===== config.mk =====
export PLATFORM = sky130hd
export DESIGN_NAME = tone_generator
export DESIGN_NICKNAME = d
export VERILOG_FILES = /design/src/rtl/audio_pkg.sv /design/src/rtl/sample_tick_gen.sv /design/src/rtl/tone_generator.sv
export SDC_FILE = /design/constraint.sdc
export NUM_CORES = 1
export LEC_CHECK = 0
export ABC_AREA = 1
export CAP_MARGIN = 20
export CORE_MARGIN = 2
export CORE_UTILIZATION = 60
export CTS_CLUSTER_DIAMETER = 150
export DETAILED_ROUTE_END_ITERATION = 12
export GPL_TIMING_DRIVEN = 0
export HOLD_SLACK_MARGIN = 0.08
export PLACE_DENSITY = 0.86
export SLEW_MARGIN = 20
export SYNTH_ARGS = -nofsm -noshare
export SYNTH_HDL_FRONTEND = slang
export SYNTH_HIERARCHICAL = 1
export SYNTH_SLANG_ARGS = --single-unit

===== constraint.sdc =====
create_clock -name clk -period 4.5 [get_ports clk]
set_input_delay 0.45 -clock clk [delete_from_list [all_inputs] [get_ports clk]]
set_output_delay 0.45 -clock clk [all_outputs]
set_load 0.03 [all_outputs]

===== src/rtl/audio_pkg.sv =====
// Shared types, widths and saturating level helpers for the tone path.
package audio_pkg;

    localparam int SAMPLE_W = 16;
    localparam int HALF_W   = 8;
    localparam int DIV_W    = 4;
    // One bit of headroom above the sample magnitude so the envelope
    // arithmetic can detect overflow and saturate instead of wrapping.
    localparam int LEVEL_W  = 17;

    typedef enum logic [1:0] {
        ENV_IDLE    = 2'd0,
        ENV_ATTACK  = 2'd1,
        ENV_SUSTAIN = 2'd2,
        ENV_RELEASE = 2'd3
    } env_state_t;

    // Envelope step up, clamped at the peak level.
    function automatic logic [LEVEL_W-1:0] sat_add(
        input logic [LEVEL_W-1:0] a,
        input logic [LEVEL_W-1:0] b,
        input logic [LEVEL_W-1:0] limit
    );
        logic [LEVEL_W:0] sum;
        sum = {1'b0, a} + {1'b0, b};
        if (sum > {1'b0, limit}) begin
            sat_add = limit;
        end else begin
            sat_add = sum[LEVEL_W-1:0];
        end
    endfunction

    // Envelope step down, clamped at zero.
    function automatic logic [LEVEL_W-1:0] sat_sub(
        input logic [LEVEL_W-1:0] a,
        input logic [LEVEL_W-1:0] b
    );
        if (a > b) begin
            sat_sub = a - b;
        end else begin
            sat_sub = {LEVEL_W{1'b0}};
        end
    endfunction

endpackage


===== src/rtl/sample_tick_gen.sv =====
// Free-running divider producing a one-cycle tick every SAMPLE_DIV clocks.
module sample_tick_gen #(
    parameter int SAMPLE_DIV = 1042
) (
    input  logic clk,
    input  logic rst,
    output logic tick
);

    localparam int CNT_W = (SAMPLE_DIV > 1) ? $clog2(SAMPLE_DIV) : 1;
    localparam logic [CNT_W-1:0] LAST = CNT_W'(SAMPLE_DIV - 1);

    logic [CNT_W-1:0] count_r;
    logic [CNT_W-1:0] count_next_s;
    logic             tick_r;

    // Next counter value: wrap after the last count of the sample period.
    always_comb begin
        count_next_s = count_r;
        if (count_r == LAST) begin
            count_next_s = {CNT_W{1'b0}};
        end else begin
            count_next_s = count_r + CNT_W'(1);
        end
    end

    // Counter register; tick is registered so it is high exactly while count==LAST.
    always_ff @(posedge clk) begin
        if (rst) begin
            count_r <= {CNT_W{1'b0}};
            tick_r  <= 1'b0;
        end else begin
            count_r <= count_next_s;
            tick_r  <= (count_next_s == LAST);
        end
    end

    assign tick = tick_r;

endmodule


===== src/rtl/tone_generator.sv =====
// Square-wave tone synthesiser with linear attack/release envelope and a
// valid/ready sample output running at the audio sample rate.
module tone_generator
    import audio_pkg::*;
#(
    parameter int SAMPLE_DIV = 1042,
    parameter int BASE_HALF  = 6,
    parameter int AMPLITUDE  = 8192,
    parameter int RAMP_STEP  = 512
) (
    input  logic                clk,
    input  logic                rst,
    input  logic                enabled,
    input  logic [DIV_W-1:0]    divisor,
    input  logic                sample_ready,
    output logic                sample_valid,
    output logic [SAMPLE_W-1:0] sample_data,
    output logic                busy,
    output logic                overrun
);

    localparam logic [HALF_W-1:0]  BASE_HALF_C = HALF_W'(BASE_HALF);
    localparam logic [LEVEL_W-1:0] AMP_C       = LEVEL_W'(AMPLITUDE);
    localparam logic [LEVEL_W-1:0] STEP_C      = LEVEL_W'(RAMP_STEP);

    logic                tick_s;
    logic                note_on_s;
    logic [HALF_W-1:0]   div_half_s;
    logic [LEVEL_W-1:0]  level_up_s;
    logic [LEVEL_W-1:0]  level_down_s;
    logic [SAMPLE_W-1:0] sample_s;

    env_state_t          state_r;
    env_state_t          state_next_s;
    logic [LEVEL_W-1:0]  level_r;
    logic [LEVEL_W-1:0]  level_next_s;
    logic                polarity_r;
    logic                polarity_next_s;
    logic [HALF_W-1:0]   half_cnt_r;
    logic [HALF_W-1:0]   half_cnt_next_s;
    logic [HALF_W-1:0]   half_period_r;
    logic [HALF_W-1:0]   half_period_next_s;

    logic                valid_r;
    logic                valid_next_s;
    logic [SAMPLE_W-1:0] data_r;
    logic [SAMPLE_W-1:0] data_next_s;
    logic                overrun_r;
    logic                overrun_next_s;
    logic                busy_r;

    sample_tick_gen #(
        .SAMPLE_DIV (SAMPLE_DIV)
    ) u_tick (
        .clk  (clk),
        .rst  (rst),
        .tick (tick_s)
    );

    // Derived request and candidate envelope levels for this tick.
    always_comb begin
        note_on_s    = enabled && (divisor != DIV_W'(0));
        div_half_s   = BASE_HALF_C * {{(HALF_W - DIV_W){1'b0}}, divisor};
        level_up_s   = sat_add(level_r, STEP_C, AMP_C);
        level_down_s = sat_sub(level_r, STEP_C);
    end

    // Envelope FSM and phase accumulator: everything moves only on a tick.
    always_comb begin
        state_next_s       = state_r;
        level_next_s       = level_r;
        polarity_next_s    = polarity_r;
        half_cnt_next_s    = half_cnt_r;
        half_period_next_s = half_period_r;
        if (tick_s) begin
            // Phase runs whenever a tone is sounding; a new divisor is only
            // adopted at a polarity flip so the waveform never glitches.
            if (state_r != ENV_IDLE) begin
                if (half_cnt_r == (half_period_r - HALF_W'(1))) begin
                    polarity_next_s = ~polarity_r;
                    half_cnt_next_s = HALF_W'(0);
                    if (divisor != DIV_W'(0)) begin
                        half_period_next_s = div_half_s;
                    end else begin
                        half_period_next_s = half_period_r;
                    end
                end else begin
                    half_cnt_next_s = half_cnt_r + HALF_W'(1);
                end
            end else begin
                half_cnt_next_s = half_cnt_r;
            end

            case (state_r)
                ENV_IDLE: begin
                    if (note_on_s) begin
                        half_period_next_s = div_half_s;
                        half_cnt_next_s    = HALF_W'(0);
                        polarity_next_s    = 1'b1;
                        level_next_s       = level_up_s;
                        state_next_s       = (level_up_s == AMP_C) ? ENV_SUSTAIN : ENV_ATTACK;
                    end else begin
                        level_next_s = LEVEL_W'(0);
                    end
                end
                // Attack, sustain and release share one rule: the step taken
                // on this tick follows the direction the request now asks for.
                // Sustain at the peak is attack with a saturated increment.
                ENV_ATTACK, ENV_SUSTAIN, ENV_RELEASE: begin
                    if (note_on_s) begin
                        level_next_s = level_up_s;
                        state_next_s = (level_up_s == AMP_C) ? ENV_SUSTAIN : ENV_ATTACK;
                    end else begin
                        level_next_s = level_down_s;
                        state_next_s = (level_down_s == LEVEL_W'(0)) ? ENV_IDLE : ENV_RELEASE;
                    end
                end
                default: begin
                    state_next_s = ENV_IDLE;
                    level_next_s = LEVEL_W'(0);
                end
            endcase
        end else begin
            state_next_s = state_r;
        end
    end

    // Signed sample from the post-update level and polarity.
    always_comb begin
        if (polarity_next_s) begin
            sample_s = level_next_s[SAMPLE_W-1:0];
        end else begin
            sample_s = SAMPLE_W'(0) - level_next_s[SAMPLE_W-1:0];
        end
    end

    // Output handshake: load on tick when the slot is free, else hold and flag overrun.
    always_comb begin
        valid_next_s   = valid_r;
        data_next_s    = data_r;
        overrun_next_s = 1'b0;
        if (tick_s) begin
            if (!valid_r || sample_ready) begin
                valid_next_s = 1'b1;
                data_next_s  = sample_s;
            end else begin
                overrun_next_s = 1'b1;
            end
        end else if (valid_r && sample_ready) begin
            valid_next_s = 1'b0;
        end else begin
            valid_next_s = valid_r;
        end
    end

    // Synthesis state registers, with busy tracking the envelope state.
    always_ff @(posedge clk) begin
        if (rst) begin
            state_r       <= ENV_IDLE;
            level_r       <= LEVEL_W'(0);
            polarity_r    <= 1'b1;
            half_cnt_r    <= HALF_W'(0);
            half_period_r <= HALF_W'(0);
            busy_r        <= 1'b0;
        end else begin
            state_r       <= state_next_s;
            level_r       <= level_next_s;
            polarity_r    <= polarity_next_s;
            half_cnt_r    <= half_cnt_next_s;
            half_period_r <= half_period_next_s;
            busy_r        <= (state_next_s != ENV_IDLE);
        end
    end

    // Output sample registers.
    always_ff @(posedge clk) begin
        if (rst) begin
            valid_r   <= 1'b0;
            data_r    <= SAMPLE_W'(0);
            overrun_r <= 1'b0;
        end else begin
            valid_r   <= valid_next_s;
            data_r    <= data_next_s;
            overrun_r <= overrun_next_s;
        end
    end

    assign sample_valid = valid_r;
    assign sample_data  = data_r;
    assign busy         = busy_r;
    assign overrun      = overrun_r;

endmodule


=== Word-level counts from Yosys, hierarchy flattened ===
Cells that the tools add are included.

* Bits in registers: 67
* Bits in latches: 0
* Bits in writable memories: 0
* Bits in read-only memories: 0
* Input port bits: 8
* Output and inout port bits: 19
* Logic and storage cells: 77
* Memories kept: 0

* $add $sub $neg: 6
* $mul: 1
* Divide/modulo/power cells: 0
* Magnitude comparators: 2
* Equality and inequality tests: 8
* Shift-type cells: 0
* Muxes and demuxes: 32
* Bitwise gates (word level): 2
* Reductions and logical operators: 14

{| class="wikitable"
|+ Operator list
! cell !! number
|-
| 8-bit two-way mux || 9
|-
| 17-bit two-way mux || 4
|-
| 17-bit case mux with 2 select lines || 1
|-
| 16-bit two-way mux || 2
|-
| 11-bit equality test, second input constant || 2
|-
| 17-bit by 10-bit adder with 18-bit output, second input constant || 1
|-
| 18-bit by 14-bit greater-than comparator with 1-bit output, second input constant || 1
|-
| 17-bit by 14-bit equality test with 1-bit output, second input constant || 1
|-
| 17-bit by 10-bit greater-than comparator with 1-bit output, second input constant || 1
|-
| 17-bit logical NOT || 1
|-
| 17-bit by 10-bit subtractor with 17-bit output, second input constant || 1
|-
| 1-bit by 16-bit subtractor with 16-bit output, first input constant || 1
|-
| 11-bit by 1-bit adder with 11-bit output, second input constant || 1
|-
| 11-bit two-way mux || 1
|-
| 2-bit two-way mux || 5
|-
| 1-bit two-way mux || 9
|-
| 8-bit by 1-bit adder with 8-bit output, second input constant || 1
|-
| 8-bit equality test || 1
|-
| 8-bit by 1-bit subtractor with 8-bit output, second input constant || 1
|-
| 2-bit by 4-bit multiplier with 6-bit output, first input constant || 1
|-
| 2-bit nonzero test || 3
|-
| 2-bit equality test, second input constant || 2
|-
| 2-bit case mux with 2 select lines || 1
|-
| 2-bit AND reduction || 2
|-
| 10 further kinds || 12
|}

=== Depth between registers and ports, before layout ===
Gate-level depths: netlist of the first run.

* Depth in word-level cells: 9
* Gate-level depth with buffers: 21
* Gate-level depth less buffers: 21

=== Cells and area by module ===
Netlist of the first run, hierarchy kept.

{| class="wikitable"
|+ By module, submodules not included
! module !! instances !! cells an instance !! area each (sq um) !! seq. area each (sq um)
|-
| tone_generator || 1 || 630 || 4,037.6 || 1,101.1
|-
| sample_tick_gen || 1 || 102 || 674.4 || 240.2
|}

=== Worst setup path before layout of the first run ===
OpenSTA, ideal clock, no wires.

* Path type: in2reg
* From: input divisor[2]
* To: register data_r[13] (netlist: sample_data[13])
* Library setup time: 0.113 ns
* Arrival: 2.260 ns
* Required time: 4.387 ns
* Setup slack: 2.127 ns
* Stages: 18
* Path buffers: 1
* Cells stage by stage: inv_1 -> ha_1 -> nand2_1 -> and2_2 -> inv_2 -> nor2_1 -> inv_2 -> nand2_1 -> nand2_1 -> nand2_4 -> inv_4 -> buf_6 -> o21ai_2 -> nand2_2 -> nand2_1 -> nand2_1 -> o21ai_1 -> inv_1

* Longest elaborated chain between the ends: 7
* Elaborated cells between the ends (all ways): 11
* Classes of those cells: 1 x add/sub; 8 x mux; 2 x reduce/logical

{| class="wikitable"
|+ RTL lines
! item !! RTL line !! source
|-
| start, declared || tone_generator.sv:14 || <nowiki>input logic [DIV_W-1:0] divisor,</nowiki>
|-
| 4-bit nonzero test (*) || tone_generator.sv:62 || <nowiki>note_on_s = enabled && (divisor != DIV_W'(0));</nowiki>
|-
| 1-bit logical AND (*) || tone_generator.sv:62 ||
|-
| 17-bit two-way mux, on equally long branches || tone_generator.sv:110, tone_generator.sv:96 ||
|-
| 17-bit case mux with 2 select lines || tone_generator.sv:94 || <nowiki>case (state_r)</nowiki>
|-
| 16-bit two-way mux || tone_generator.sv:75 || <nowiki>if (tick_s) begin</nowiki>
|-
| 1-bit by 16-bit subtractor with 16-bit output || tone_generator.sv:133 || <nowiki>sample_s = SAMPLE_W'(0) - level_next_s[SAMPLE_W-1:0];</nowiki>
|-
| 16-bit two-way mux (*) || tone_generator.sv:130 || <nowiki>if (polarity_next_s) begin</nowiki>
|-
| end signal, assigned || tone_generator.sv:183 || <nowiki>data_r <= data_next_s;</nowiki>
|-
| end, declared || tone_generator.sv:46 || <nowiki>logic [SAMPLE_W-1:0] data_r;</nowiki>
|}

Mark *: on every way between the ends. The rest lies on a longest branch, timed or not.
A chain may end at the register's enable or synchronous reset.

=== Worst setup path after layout of the first run ===
Ends and elaborated chain as after synthesis.

==> results of run 1 <==
-- cells by family (layout without fill, tap and decap cells) --
group           Yosys count  count (layout)
compound gates           85              85
xor+xnor                 26              26
fa+ha+maj                16              16
simple gates            415             415
buf+inv                 123             165
flops                    67              67
-- how the worst max path moves through the flow --
stage	startpoint	slack (ns)	to	depth (start not counted)
after floorplan	divisor[2]	2.13	sample_data[13]	18
after global placement	divisor[2]	1.11	sample_data[5]	17
after detailed placement	divisor[2]	1.03	sample_data[13]	19
after CTS	divisor[2]	1.39	sample_data[13]	19
after global routing	divisor[3]	1.15	sample_data[15]	18
final	divisor[2]	1.34	sample_data[13]	19
-- routing by layer --
metal	share of wire [%]	routed length, um
met1	43	5130
met4	3.1	362
met3	5.8	683
met2	48	5650
met5	0	0
-- cell type report --
cell class	instances	area, um^2
Multi-Input combinational cell	542	2870
Fill cell	671	2350
Sequential cell	67	1340
Inverter	103	389
Timing Repair Buffer	26	260
Clock buffer	11	151
Tap cell	102	128
Buffer	20	116
Clock inverter	5	82.6
-- synth_stat cells, types with 11 or more instances --
cell / instances / area share [%]
dfxtp_1: 67 / 28
a21oi_1: 31 / 3.3
ha_1: 15 / 4.0
o21ai_0: 29 / 3.1
inv_1: 77 / 6.1
nand2_2: 22 / 2.9
nand4_1: 30 / 4.0
inv_2: 20 / 1.6
xor2_1: 14 / 2.6
nand3_1: 47 / 5.0
nor3_1: 11 / 1.2
nand2_1: 169 / 13
nor2_1: 101 / 8.0
-- power groups by stage --
stage | clock [mW] | combinational (mW) | sequential (mW)
after floorplan | 0 | 0.0327 | 0.611
after global placement | 0 | 0.0518 | 0.611
after detailed placement | 0 | 0.0539 | 0.612
after CTS | 0.605 | 0.0542 | 0.597
after global routing | 0.626 | 0.0601 | 0.598
final | 0.595 | 0.0546 | 0.597
-- flip-flops by register name, indices dropped and copies added, names as in the netlist --
signal / cells
polarity_r: 1
half_cnt_r: 8
level_r: 17
half_period_r: 8
sample_valid: 1
u_tick/count_r: 11
overrun: 1
state_r: 2
u_tick/tick: 1
sample_data: 16
busy: 1
-- worst max-delay path, stage by stage --
cell             delay (ns)
clkdlybuf4s50_1        0.55
inv_1                  0.12
ha_1                   0.22
nand2_1                0.13
and2_2                 0.22
inv_2                  0.10
nor2_1                 0.49
inv_2                  0.17
nand2_1                0.12
nand2_1                0.09
nand2_4                0.14
inv_4                  0.06
buf_6                  0.14
o21ai_2                0.06
nand2_2                0.08
nand2_1                0.05
nand2_1                0.04
o21ai_1                0.12
inv_1                  0.05
==> results.md, run 1 <==
* Status: completed
* Clk_lat worst skew at 0.35 ns
* R2R Path Start: level_r[9]
* GPL Wtd Cong at 0.923
* CTS Buffer Depth at 2
* Power Internal at 958 uW
* Commonest non-fill, non-tap cells in the layout: nand2_1, nor2_1, inv_1
* Synth async-reset ratio at 0%
* Critical Path Start Type: input pin
* Yosys cell types at 46
* Root buf cell: clkbuf_8
* Final worst slack at 1.34 ns
* Main synth FF type: dfxtp_1
* Antenna diodes at 0
* CTS tree: built
* Peak Freq at 0.316 GHz
* Slew @ Worst Pin at 0.828 ns
* Remaining Overflow, GRT at 0
* WHS at 0.480 ns
* Worst Reg2Reg Path Length in Cells at 20
* Vert. Die Dim at 92.6 um
* Max cap viols at 0
* Cells resized by post-CTS repair at 0
* Part of the power in combinational logic at 4.4%
* Vias per cell at 5.54
* Max Clock Skew at 0.00704 ns
* RSZ-0062 raised after global routing: false
* Switching power at 290 uW
* Static leakage at 2.42 nW
* Hold path start: sample_data[1]
* Clock-pin transition on the worst setup and hold timing paths at 0.08 ns
* Sequential area share after synthesis at 28.5%
* Total core area at 7690 um^2
* Fin util at 69.4%
* Commonest non-fill, non-tap cell in the layout: nand2_1
* Synth warnings at 6
* Mean Syn Cell Area at 6.44 um^2
* Post-route insts no fill at 876
* Row count at 32
* Clock power share at 47.7%
* Cells after Synth at 732
* Post-CTS Setup Inserts at 0
* CTS buffer count at 9
* Drt wl/cell at 13.5 um
* DRC violations left at 0
* Worst hold path type: reg -> reg
* Flop2flop setup slack at 1.73 ns
* GR Util met3 at 4.80%
* Sink count of the clock tree at 67
* Hold violation count in the final report at 0
* Placed cells at 860
* Post-DP Area at 5100 um^2
* DR pass1 iterations at 6
* Compound-Gate Fraction of Synth Area at 10.0%
* H-Tree Depth at 3
* Final ANT Viol Nets at 0
* HPWL Detailed at 8710 um
* Simple-gate share of the synthesized area at 41.1%
* Worst path required time at 4.75 ns
* Post-Place Worst Slack at 1.03 ns
* Layout area overhead at 13.2%
* Post-layout instance area at 5330 um^2
* Max-slew headroom at 44.6%
* Xor/xnor share of the synthesized area at 5.31%
* Initial antenna violation count at 0
* I/O Pins at 27
* EDFF count, synth at 0
* Via count at 4851
* Initial core utilization at 61.3%
* Synth Area in Adders at 4.41%
* Final setup viols at 0
* Hold path depth at 2
* Global-route wire length before repair at 20100 um
* Mapped cell area at 4710 um^2
* Tmin final at 3.16 ns
* PortBufs at 26
* Crit share post-route at 70.2%
* Die X at 92.6 um
* Power per Cell Area at 234 nW/um^2
* Crit Reg-Reg Endpoint: sample_data[10]
* Peak VDD IR at 169 uV
* GR peak layer: met2
* Max FO, Critical Path at 10
* M1 GR Usage at 35.7%
* Number of global-route vias before repair at 4659
* DRT iter0 DRCs at 358
* Net Sw Frac at 23.3%
* Post-Syn Nets at 756
* Worst endpoint data arrival time at 3.41 ns
* Global Route met2 Usage at 48.0%
* Largest net degree at the start of global routing at 13
* Multiplexer share of the synthesized area at 0%
* Final nets at 793
* # hold bufs at CTS at 0
* Layout cell share with drive strength beyond 1 at 13.4%
* Setup_tns at 0 ns
* Die footprint at 8580 um^2
* Total Power at 1.25 mW
* Seq pwr share at 47.9%
* Register bit count reported by yosys at 67
* Setup CP Type: in -> reg
* Final Max Slew Viols at 0
* CP Capture Type: register
* DRT Wirelength at 11800 um
* Main combinational cell family by area after synthesis: simple AND/OR/NAND/NOR gates
* Total Routing Usage GR at 28.7%
* Worst Hold Path EP: sample_data[1]
Note: power is estimated with default switching activity, not from simulation.
==> run 2, diff against run 1 <==
- clock period: 4.5 -> 3.1 ns (I/O delays scaled with it)
==> run 2 against run 1 <==
Compared with the run above:
- sequential power is 45% higher
- clock power up 46%
- flip-flop and latch count stayed put
- critical path type unchanged
- largest cell class unchanged
==> results.md, run 2 (synthesis results as in run 1) <==
* Placed cells at 860
* Layout cell share with drive strength beyond 1 at 13.7%
* Crit. Startpoint: divisor[2]
* Max-slew headroom at 43.3%
* R2R Path Start: level_r[9]
* DRC violations left at 0
* Max FO, Critical Path at 10
* Final ANT Viol Nets at 0
* Vias per cell at 5.54
* CP Capture Type: register
* Flop2flop setup slack at 0.33 ns
* Initial core utilization at 61.3%
* Status: completed
* Remaining Overflow, GRT at 0
* I/O Pins at 27
* FILL cells at 670
* Clock-pin transition on the worst setup and hold timing paths at 0.07 ns
* Clk_lat worst skew at 0.35 ns
* Final worst slack at 0.262 ns
* Commonest non-fill, non-tap cells in the layout: nand2_1, nor2_1, inv_1
* Max Clock Skew at 0.00716 ns
* Initial antenna violation count at 0
* Post-layout instance area at 5340 um^2
* CTS buffer count at 9
* Die footprint at 8580 um^2
* Antenna diodes at 0
* Total Routing Usage GR at 28.7%
* RSZ-0062 raised after global routing: false
* Setup CP Type: in -> reg
* Sink count of the clock tree at 67
* Via count at 4849
* Post-CTS Setup Inserts at 0
* Layout area overhead at 13.4%
* Register area at 1340 um^2
* Power per Cell Area at 339 nW/um^2
* # hold bufs at CTS at 0
* Root buf cell: clkbuf_8
* Commonest non-fill, non-tap cell in the layout: nand2_1
* Vert. Die Dim at 92.6 um
* DR pass1 iterations at 5
* Post-Place Worst Slack at -0.233 ns
* Crit Reg-Reg Endpoint: sample_data[10]
* Worst endpoint data arrival time at 3.07 ns
* Peak VDD IR at 245 uV
* CTS tree: built
* Worst Reg2Reg Path Length in Cells at 20
* Global-route wire length before repair at 20100 um
* HPWL Detailed at 8710 um
* GPL Wtd Cong at 0.923
* Crit share post-route at 91.6%
* H-Tree Depth at 3
* Post-route insts no fill at 876
* Max cap viols at 0
* Final Max Slew Viols at 0
* Static leakage at 2.42 nW
* Post-DP Area at 5100 um^2
* Row count at 32
* Slew @ Worst Pin at 0.847 ns
* Total core area at 7690 um^2
* Hold violation count in the final report at 0
* Peak Freq at 0.352 GHz
* Number of global-route vias before repair at 4659
* CTS Buffer Depth at 2
* Multi-input combinational cell area at 2870 um^2
* Critical Path Start Type: input pin
* Tmin final at 2.84 ns
* DRT iter0 DRCs at 385
* Worst hold path type: reg -> reg
* Final nets at 793
* Worst path required time at 3.33 ns
* Cells resized by post-CTS repair at 0
* DRT Wirelength at 11900 um
* Final setup viols at 0
* Reg with most FFs: level_r
* Drt wl/cell at 13.5 um
* Die X at 92.6 um
* Largest register FFs at 17
* PortBufs at 26
* Largest net degree at the start of global routing at 13
* Worst setup endpoint: sample_data[15]
[run 2: cell counts in the layout (fill, tap and decap cells not counted)]
No cell type changed its count.
[run 2: critical path, cell delays in order]
cell and delay (ns):
clkdlybuf4s50_1 0.49, inv_1 0.16, ha_1 0.18, nand2_1 0.10, and2_2 0.22, nor2_2 0.22, buf_2 0.28, inv_2 0.06
nor2_1 0.20, inv_1 0.08, o22ai_2 0.24, inv_1 0.10, nand4_1 0.08, nand2_1 0.08, nand3_1 0.08, nand2_1 0.05
nand2_1 0.07, a21oi_1 0.06
[run 2: per-stage QoR]
stage          TNS (ns)  hold WS, ns  util (%)  power (mW)
2_1_floorplan         0        0.382         -       0.934
3_3_place_gp     -0.682        0.468      66.3       0.963
3_5_place_dp      -1.55        0.473      66.3       0.966
4_1_cts               0        0.486      69.4        1.82
5_1_grt               0        0.509      69.5        1.86
6_report              0        0.479      69.5        1.81
[run 2: final cells by class]
type | instances | share of cell area [%]
clock buffer | 11 | 2.83
clock inverter | 5 | 1.55
buffer | 20 | 2.18
multi-input combinational | 542 | 53.8
tap | 102 | 2.39
inverter | 103 | 7.28
sequential | 67 | 25.1
timing repair buffer | 26 | 4.87
[run 2: how the worst min path moves through the flow]
stage / startpoint / endpoint / slack [ns] / cells past startpoint
after floorplan: rst / u_tick/count_r[3] / 0.38 / 1
after global placement: sample_data[1] / sample_data[1] / 0.47 / 2
after detailed placement: half_period_r[1] / half_period_r[1] / 0.47 / 2
after CTS: half_period_r[1] / half_period_r[1] / 0.49 / 2
after global routing: sample_data[1] / sample_data[1] / 0.51 / 2
final: sample_data[1] / sample_data[1] / 0.48 / 2
[run 2: metal layers]
| layer | track usage, % | vias up | share of wire (%) |
|---|---|---|---|
| li1 | - | 2414 | - |
| met1 | 35.7 | 2226 | 44 |
| met2 | 48.0 | 184 | 48 |
| met3 | 4.80 | 25 | 6.1 |
| met4 | 14.5 | 0 | 2.9 |
| met5 | 0 | - | 0 |
[run 2: report_power, final]
group / switching, mW / internal, mW
Clock: 0.366 / 0.500
Combinational: 0.0525 / 0.0271
Sequential: 0.00438 / 0.863
Total: 0.422 / 1.39
==> run 3, diff against run 2 <==
- CORE_UTILIZATION: 60 -> 61
- PLACE_DENSITY: 0.86 -> 0.87
==> run 3 against run 2 <==
Compared with the run above:
- clock skew rose by 0.0043 ns
- critical path type unchanged
- first-iteration DRC count decreased by 32%
- non-clock buffer count unchanged
- worst hold slack worse by 0.0056 ns
- critical path depth increased by 2
- register-to-register slack got worse by 0.04 ns
- total power fell by 8.8%
==> results.md, run 3 (synthesis results as in run 1) <==
* Status: completed
* Peak Freq at 0.352 GHz
* Slew @ Worst Pin at 0.769 ns
* Max cap viols at 0
* Total core area at 7610 um^2
* Largest net degree at the start of global routing at 12
* Setup_tns at 0 ns
* Fin util at 69.6%
* Crit share post-route at 91.8%
* Post-DP Area at 5100 um^2
* H-Tree Depth at 3
* Commonest non-fill, non-tap cell in the layout: nand2_1
* Die footprint at 8440 um^2
* Post-Place Worst Slack at -0.133 ns
* Final setup viols at 0
* Largest register FFs at 17
* Layout area overhead at 12.3%
* Peak VDD IR at 235 uV
* Final Max Slew Viols at 0
* Vert. Die Dim at 91.9 um
* Number of global-route vias before repair at 4687
* Most common cell on crit path: nand2_1
* Final nets at 793
* Post-CTS Setup Inserts at 0
* Setup CP Type: in -> reg
* CTS tree: built
* Critical Path Start Type: input pin
* Max Clock Skew at 0.0114 ns
* Power per Cell Area at 312 nW/um^2
* Total Power at 1.65 mW
* Commonest non-fill, non-tap cells in the layout: nand2_1, nor2_1, inv_1
* PortBufs at 26
* Sink count of the clock tree at 67
* Global-route wire length before repair at 20600 um
* DR pass1 iterations at 5
* WHS at 0.473 ns
* Post-route insts no fill at 875
* Clk_lat worst skew at 0.35 ns
* Antenna diodes at 0
* HPWL Detailed at 9140 um
* CP Capture Type: register
* Final worst slack at 0.255 ns
* CP Depth at 20
* Crit path buffers/inverters at 5
* CTS Buffer Depth at 2
* Drt wl/cell at 13.9 um
* Post-layout instance area at 5290 um^2
* DRT Wirelength at 12100 um
* Max-slew headroom at 48.6%
* DRT iter0 DRCs at 261
* Vias per cell at 5.51
* Static leakage at 2.39 nW
* Clock-pin transition on the worst setup and hold timing paths at 0.08 ns
* CP max stage cell: clkdlybuf4s50_1
* Remaining Overflow, GRT at 0
* Worst Reg2Reg Path Length in Cells at 19
* Via count at 4817
* Crit path max-delay family: simple AND/OR/NAND/NOR gates
* Hold path depth at 2
* Worst path required time at 3.35 ns
* I/O Pins at 27
* CP Cell Sequence: clkdlybuf4s50_1 -> inv_1 -> ha_1 -> nand2_1 -> and2_2 -> nor2_2 -> buf_2 -> nand4_1 -> nand2_1 -> inv_2 -> nand2_1 -> nand2_2 -> nand2_1 -> nor2_1 -> nand2_2 -> nand2_4 -> xnor2_1 -> nand2_1 -> nand2_1 -> inv_1
* Final ANT Viol Nets at 0
* Row count at 32
* Initial antenna violation count at 0
* Tmin final at 2.84 ns
* Layout cell share with drive strength beyond 1 at 13.5%
* CTS buffer count at 9
* Worst hold path type: reg -> reg
* Placed cells at 860
* Initial core utilization at 61.9%
* Die X at 91.9 um
* Hold violation count in the final report at 0
* Root buf cell: clkbuf_8
* RSZ-0062 raised after global routing: false
* DRC violations left at 0
* Max FO, Critical Path at 10
* Worst endpoint data arrival time at 3.09 ns
* GPL Wtd Cong at 0.947
* Reg with most FFs: level_r
* Total Routing Usage GR at 30.0%
* CP max stage delay at 0.48 ns
-- run 3: area by class of cell --
| class | instances | area (um^2) |
|---|---|---|
| Buffer | 20 | 116 |
| Clock buffer | 10 | 128 |
| Clock inverter | 5 | 55.1 |
| Fill cell | 659 | 2320 |
| Inverter | 103 | 389 |
| Multi-Input combinational cell | 542 | 2870 |
| Sequential cell | 67 | 1340 |
| Tap cell | 102 | 128 |
| Timing Repair Buffer | 26 | 260 |
-- run 3: repair_timing --
item	CTS	global route
setup endpoints to repair	0	3
gates resized for setup	0	2
hold buffers	0	0
-- run 3: worst paths after layout --
kind / startpoint / endpoint / slack [ns]
worst max-delay path: divisor[2] / sample_data[9] / 0.26
worst min-delay path: sample_data[1] / sample_data[1] / 0.47
worst max register to register: level_r[9] / sample_data[9] / 0.29
worst min register to register: sample_data[1] / sample_data[1] / 0.47
-- run 3: where the power goes --
| part | leakage, nW | internal [mW] | switching (mW) |
|---|---|---|---|
| logic | 1.76 | 0.0270 | 0.0527 |
| registers | 0.540 | 0.863 | 0.00488 |
| clock network | 0.0881 | 0.364 | 0.340 |
| total | 2.39 | 1.25 | 0.398 |
-- run 3: worst reg2reg max path: cells and delay by family, from the launching register on --
kind / cells / cell delay, ns
fa+ha+maj: 1 / 0.34
buf+inv: 4 / 0.45
xor+xnor: 1 / 0.23
simple gates: 13 / 1.21
flops: 1 / 0.49
-- run 3: routing by layer --
metal / part of all wire, % / vias up / GRT usage [%]
met2: 49 / 133 / 54.0
met5: 0 / - / 0
li1: - / 2419 / -
met4: 3.1 / 0 / 13.4
met1: 42 / 2226 / 34.2
met3: 5.2 / 39 / 5.75
